<file path="src/rtl/pepper_scheduler.sv">
// pepper_scheduler: throw arbitration, spray window and enemy stun timers.
// Optional build macro PEPPER_OMNI_EN makes the spray box cover both sides.
module pepper_scheduler #(
  parameter int         MAX_PEPPER      = 5,
  parameter int         START_PEPPER    = 3,
  parameter int         SPRAY_FRAMES    = 8,
  parameter int         COOLDOWN_FRAMES = 30,
  parameter int         STUN_FRAMES     = 600,
  parameter int         HIT_DX          = 24,
  parameter int         HIT_DY          = 4,
  parameter logic [7:0] THROW_KEY       = 8'd19
) (
  input  logic       Reset,
  input  logic       frame_clk,
  input  logic [7:0] keycode,
  input  logic [9:0] ChefX,
  input  logic [9:0] ChefY,
  input  logic       chef_dir,
  input  logic [9:0] EnemyX,
  input  logic [9:0] EnemyY,
  input  logic [9:0] Enemy1X,
  input  logic [9:0] Enemy1Y,
  input  logic       bonus_pickup,
  output logic [2:0] pepper_count,
  output logic       have_pepper,
  output logic       spraying,
  output logic       spray_dir,
  output logic       sausage_hit,
  output logic       egg_hit
);

  typedef enum logic [1:0] {
    IDLE,
    SPRAY,
    COOLDOWN
  } state_t;

  localparam int PW = 16;

  state_t      state_q;
  logic [PW-1:0] phase_q;
  logic [2:0]  cnt_q, cnt_b, cnt_d;
  logic [9:0]  stun_s_q, stun_s_d;
  logic [9:0]  stun_e_q, stun_e_d;
  logic        key_prev_q;
  logic        dir_q;
  logic        spray_q;
  logic        key_now;
  logic        press;
  logic        throw_ok;
  logic        hit_s;
  logic        hit_e;

  // Widened compares: no subtraction, so no wrap near the screen edges.
  function automatic logic in_box(
    input logic       dir,
    input logic [9:0] cx,
    input logic [9:0] cy,
    input logic [9:0] ex,
    input logic [9:0] ey
  );
    logic [10:0] cxw, cyw, exw, eyw;
    logic        yok, xok;
    cxw = {1'b0, cx};
    cyw = {1'b0, cy};
    exw = {1'b0, ex};
    eyw = {1'b0, ey};
    yok = (eyw + 11'(HIT_DY) >= cyw)
       && (eyw <= cyw + 11'(HIT_DY));
`ifdef PEPPER_OMNI_EN
    xok = (exw + 11'(HIT_DX) >= cxw)
       && (exw <= cxw + 11'(HIT_DX))
       && (dir || !dir);
`else
    if (dir)
      xok = (exw >= cxw)
         && (exw <= cxw + 11'(HIT_DX));
    else
      xok = (exw + 11'(HIT_DX) >= cxw)
         && (exw <= cxw);
`endif
    return yok && xok;
  endfunction

  // Press detect, throw grant, inventory and stun next-state.
  always_comb begin
    key_now  = (keycode == THROW_KEY);
    press    = key_now && !key_prev_q;
    throw_ok = (state_q == IDLE) && press
            && (cnt_q != 3'd0);
    cnt_b = cnt_q;
    if (bonus_pickup && cnt_q != 3'(MAX_PEPPER))
      cnt_b = cnt_q + 3'd1;
    cnt_d = throw_ok ? cnt_b - 3'd1 : cnt_b;
    hit_s = (state_q == SPRAY)
         && in_box(dir_q, ChefX, ChefY,
                   EnemyX, EnemyY);
    hit_e = (state_q == SPRAY)
         && in_box(dir_q, ChefX, ChefY,
                   Enemy1X, Enemy1Y);
    stun_s_d = stun_s_q;
    if (hit_s)
      stun_s_d = 10'(STUN_FRAMES);
    else if (stun_s_q != 10'd0)
      stun_s_d = stun_s_q - 10'd1;
    stun_e_d = stun_e_q;
    if (hit_e)
      stun_e_d = 10'(STUN_FRAMES);
    else if (stun_e_q != 10'd0)
      stun_e_d = stun_e_q - 10'd1;
  end

  // Throw FSM: IDLE -> SPRAY -> COOLDOWN -> IDLE.
  always_ff @(posedge frame_clk or posedge Reset) begin
    if (Reset) begin
      state_q <= IDLE;
      phase_q <= '0;
      dir_q   <= 1'b0;
      spray_q <= 1'b0;
    end else begin
      unique case (state_q)
        IDLE: begin
          if (throw_ok) begin
            state_q <= SPRAY;
            phase_q <= '0;
            dir_q   <= chef_dir;
            spray_q <= 1'b1;
          end
        end
        SPRAY: begin
          if (phase_q == PW'(SPRAY_FRAMES - 1)) begin
            state_q <= COOLDOWN;
            phase_q <= '0;
            spray_q <= 1'b0;
          end else begin
            phase_q <= phase_q + 1'b1;
          end
        end
        COOLDOWN: begin
          if (phase_q == PW'(COOLDOWN_FRAMES - 1)) begin
            state_q <= IDLE;
            phase_q <= '0;
          end else begin
            phase_q <= phase_q + 1'b1;
          end
        end
        default: begin
          state_q <= IDLE;
          phase_q <= '0;
          spray_q <= 1'b0;
        end
      endcase
    end
  end

  // Inventory, key history and per-enemy stun timers.
  always_ff @(posedge frame_clk or posedge Reset) begin
    if (Reset) begin
      cnt_q      <= 3'(START_PEPPER);
      key_prev_q <= 1'b0;
      stun_s_q   <= '0;
      stun_e_q   <= '0;
    end else begin
      cnt_q      <= cnt_d;
      key_prev_q <= key_now;
      stun_s_q   <= stun_s_d;
      stun_e_q   <= stun_e_d;
    end
  end

  assign pepper_count = cnt_q;
  assign have_pepper  = (cnt_q != 3'd0);
  assign spraying     = spray_q;
  assign spray_dir    = dir_q;
  assign sausage_hit  = (stun_s_q != 10'd0);
  assign egg_hit      = (stun_e_q != 10'd0);

endmodule

</file>
<file path="config.mk">
export PLATFORM = sky130hd
export DESIGN_NAME = pepper_scheduler
export DESIGN_NICKNAME = d
export VERILOG_FILES = /design/src/rtl/pepper_scheduler.sv
export SDC_FILE = /design/constraint.sdc
export NUM_CORES = 1
export LEC_CHECK = 0
export BUFFER_PORTS_ARGS = -buffer_cell sky130_fd_sc_hd__buf_2
export CELL_PAD_IN_SITES_DETAIL_PLACEMENT = 0
export CELL_PAD_IN_SITES_GLOBAL_PLACEMENT = 1
export CORE_ASPECT_RATIO = 1.5
export CORE_MARGIN = 2
export CORE_UTILIZATION = 25
export DETAILED_ROUTE_END_ITERATION = 10
export MAX_ROUTING_LAYER = met4
export PLACE_DENSITY = 0.6
export SLEW_MARGIN = 5
export SYNTH_ARGS = -nofsm -noshare
export SYNTH_HDL_FRONTEND = slang
export SYNTH_SLANG_ARGS = --single-unit
</file>
<file path="constraint.sdc">
create_clock -name frame_clk -period 2.9 [get_ports frame_clk]
set_clock_uncertainty 0.1 [all_clocks]
set_input_delay 0.29 -clock frame_clk [delete_from_list [all_inputs] [get_ports frame_clk]]
set_output_delay 0.29 -clock frame_clk [all_outputs]
set_load 0.02 [all_outputs]
</file>
==> reports/qor.txt <==
outcome = completed
Die Outline Area = 21280 um^2
crit path max-delay cell type = or3b_2
delay of the slowest cell on the worst path = 0.46 ns
share of the core filled with cells = 32.64%
top cell type's share of synthesized area = 24.64%
area taken by flip-flops and latches = 1104 um^2
clock latency reported for the late side of the worst-skew pair = 0.29 ns
H-Tree Level Count = 2
largest cells by area after synthesis = ha_1 (25%), dfrtp_1 (21%), xnor2_1 (6.8%)
TritonCTS clock tree = built
Max Clock Freq = 361.9 MHz
post-route fraction of the period consumed by the critical path = 95.28%
mean instance size in the synthesized netlist = 8.464 um^2
global routing usage summed across all routing layers = 14.01%
final total negative setup slack = 0 ns
via/cell ratio = 4.738
footprint of the multi-input gates = 3764 um^2
Top FF cell, synth = dfrtp_1
Post-Place Cell Area = 6228 um^2
Worst Path Max Fanout = 10
Area growth, synth to finish = 28.47%
proportion of layout cells with a drive suffix above 1 = 24.56%
fin cells = 1002
hold-fix buffer count after cts = 0
Detailed Route Iter0 Violations = 187
Crit path arrival time = 2.83 ns
horizontal die dimension = 119.8 um
worst hold path class = in -> async
Worst setup EP type = register
Seq/Total Area, Yosys = 21.95%
most frequent cell on the critical path = ha_1
total of flip-flops plus latches after synthesis = 44
first-pass GRT wire length = 23.33 mm
top cell types by occurrence after synthesis = ha_1 (99), inv_1 (51), nor2_1 (48)
core area = 19790 um^2
Total Nets Final = 911
Post-synth EDFFs = 0
row count = 63
placed cell count = 993
Power Density = 435.2 nW/um^2
Gate Count Post-Synth = 594
pin count of the biggest net entering global routing = 45
Die Span Y = 177.7 um
worst slew slack as a fraction of its limit = 35.03%
final HPWL from detailed placement = 12.21 mm
per-cell routed wire length = 14.41 um
fraction of synthesis flops using an asynchronous set or reset pin = 100.0%
Buffers & Inverters on Critical Path = 3
detailed-route DRC error count = 0
number of filler instances in the final layout = 2098
remaining global-route overflow = 0
clock-pin slew on the worst setup and hold paths = 0.07 ns
post-synth cell types = 66
sequence of cells on the critical path = buf_2, inv_1, ha_1, nor3_2, xnor2_1, ha_1, nand3_2, nor2_2, a2bb2oi_2, o311ai_1, a32oi_1, a211oi_2, buf_6, or3b_2
GP Congestion = 0.8485
number of max-cap violations = 0
Max IR drop VDD = 271.2 uV
clock tree root driver cell = clkbuf_16
cell area after synthesis = 5027 um^2
Tightest Pin Transition = 0.9745 ns
minimum clock period after layout = 2.763 ns
summed area of non-filler cells in the final layout = 6459 um^2
clock tree buffer depth = 2
pre-CTS WS = -0.2893 ns
count of final max-slew check failures = 0
total vias in the final route = 4747
First-pass DRT Iterations = 4
sort of element at the start of the critical path = primary input
worst hold slack = 0.1075 ns
Initial Util = 25.41%
setup slack of the critical path after layout = 0.1370 ns
number of global-route vias before repair = 4824
clk sink count = 44
Final setup violation count = 0
dominant cell type by area after synthesis = ha_1
antenna violations before repair = 1
total clock buffers created by CTS = 5
type of the setup path with the least slack = in -> reg
required time of the critical path = 2.97 ns
I/O Pins = 80
post-synth net total = 765
most instantiated library cell after synthesis = ha_1
cell class contributing the biggest share of worst-path delay = simple AND/OR/NAND/NOR gates
remaining antenna violation count after routing = 0
Synth warnings = 0
total routed wirelength = 14.44 mm
leakage = 3.100 nW
final number of hold-violating endpoints = 0
post-layout total power = 2.811 mW
number of buffers inserted by post-CTS setup repair = 0
Buffers on Ports = 79
state kept, by name, summed over array words and instances, names as in the netlist:
| signal | flops |
|---|---|
| phase_q | 16 |
| stun_s_q | 10 |
| spray_dir | 1 |
| stun_e_q | 10 |
| key_prev_q | 1 |
| state_q | 2 |
| pepper_count | 3 |
| spraying | 1 |
cells by family (layout without fill, tap and decap cells):
kind of cell | after synthesis | count (layout) | synth area share [%]
AND/OR/NAND/NOR | 199 | 199 | 20.68
AO/OA/AOI/OAI | 128 | 128 | 16.55
adder cells (fa/ha/maj) | 99 | 99 | 24.64
XOR/XNOR | 64 | 64 | 11.15
buffers and inverters | 56 | 203 | 4.206
flip-flops | 44 | 44 | 21.95
multiplexers | 4 | 4 | 0.8213
other | 0 | 1 | 0
report_power, final:
group	internal (mW)	total (mW)	leakage, nW	switching, mW
Clock	0.410	0.665	0.0840	0.256
Combinational	0.574	1.22	2.47	0.644
Sequential	0.775	0.928	0.551	0.152
Total	1.76	2.81	3.10	1.05
metal layers:
layer  global-route usage (%)  up-vias  share of wire [%]  wire, um
li1                         -     2444                  -         -
met3                    1.125       20                3.2       455
met4                    4.216        0                2.5       354
met5                        -        -                  0         0
met2                    26.88      103                 52      7581
met1                    15.20     2180                 42      6051
cells in the final DEF (no fill, tap or decap), types with 3 or more instances in the layout:
cell type | netlist | layout
xor2_1 | 25 | 25
or4_1 | 3 | 3
buf_4 | 0 | 63
a21oi_1 | 43 | 42
a31oi_1 | 3 | 3
dfrtp_1 | 42 | 42
o31ai_1 | 6 | 6
o21ai_0 | 27 | 26
nor2b_1 | 12 | 12
xnor2_1 | 39 | 39
nand2_1 | 33 | 33
a211oi_1 | 8 | 8
buf_2 | 1 | 79
clkbuf_16 | 0 | 5
inv_1 | 51 | 50
nand3_1 | 33 | 32
nor4_1 | 8 | 8
mux2i_1 | 3 | 3
nor3_1 | 14 | 10
nand2b_1 | 7 | 7
nor2_1 | 48 | 46
nor3_2 | 0 | 4
o2111ai_1 | 4 | 4
ha_1 | 99 | 99
a21o_1 | 12 | 12
nand4_1 | 15 | 15
o21a_1 | 3 | 3
or3_1 | 4 | 4
nor2_2 | 1 | 3
layout make-up:
type | count | area share (%)
Multi-Input combinational cell | 494 | 58.27
Tap cell | 260 | 5.037
Clock buffer | 5 | 1.937
Inverter | 51 | 2.964
Antenna cell | 1 | 0.03874
Clock inverter | 3 | 0.7361
Sequential cell | 44 | 17.09
Timing Repair Buffer | 144 | 13.93
repair_timing:
item,in CTS,in global routing
endpoints found under the setup margin,0,16
hold endpoints to repair,0,0
resized for setup,0,15
worst reg2reg max path, delay by kind of cell (launching register included):
kind / cells / cell delay (ns)
AOI/OAI and AO/OA: 1 / 0.43
xor gates and xnor gates: 1 / 0.15
adders and majority gates: 1 / 0.18
buffers and inverters: 1 / 0.05
DFF: 1 / 0.58
and+or+nand+nor: 5 / 0.84
worst paths after layout:
| kind | depth (start not counted) | to | slack, ns | start |
|---|---|---|---|---|
| setup reg to reg | 9 | phase_q[12] | 0.44 | pepper_count[0] |
| min in group frame_clk | 3 | spray_dir | 0.13 | chef_dir |
| setup / recovery | 14 | stun_e_q[4] | 0.14 | ChefX[3] |
| hold reg to reg | 2 | stun_e_q[6] | 0.43 | stun_e_q[6] |
| hold / removal | 2 | stun_e_q[0] | 0.11 | Reset |
| max in group asynchronous | 2 | stun_s_q[9] | 1.96 | Reset |
(Power assumes the default switching activity.)
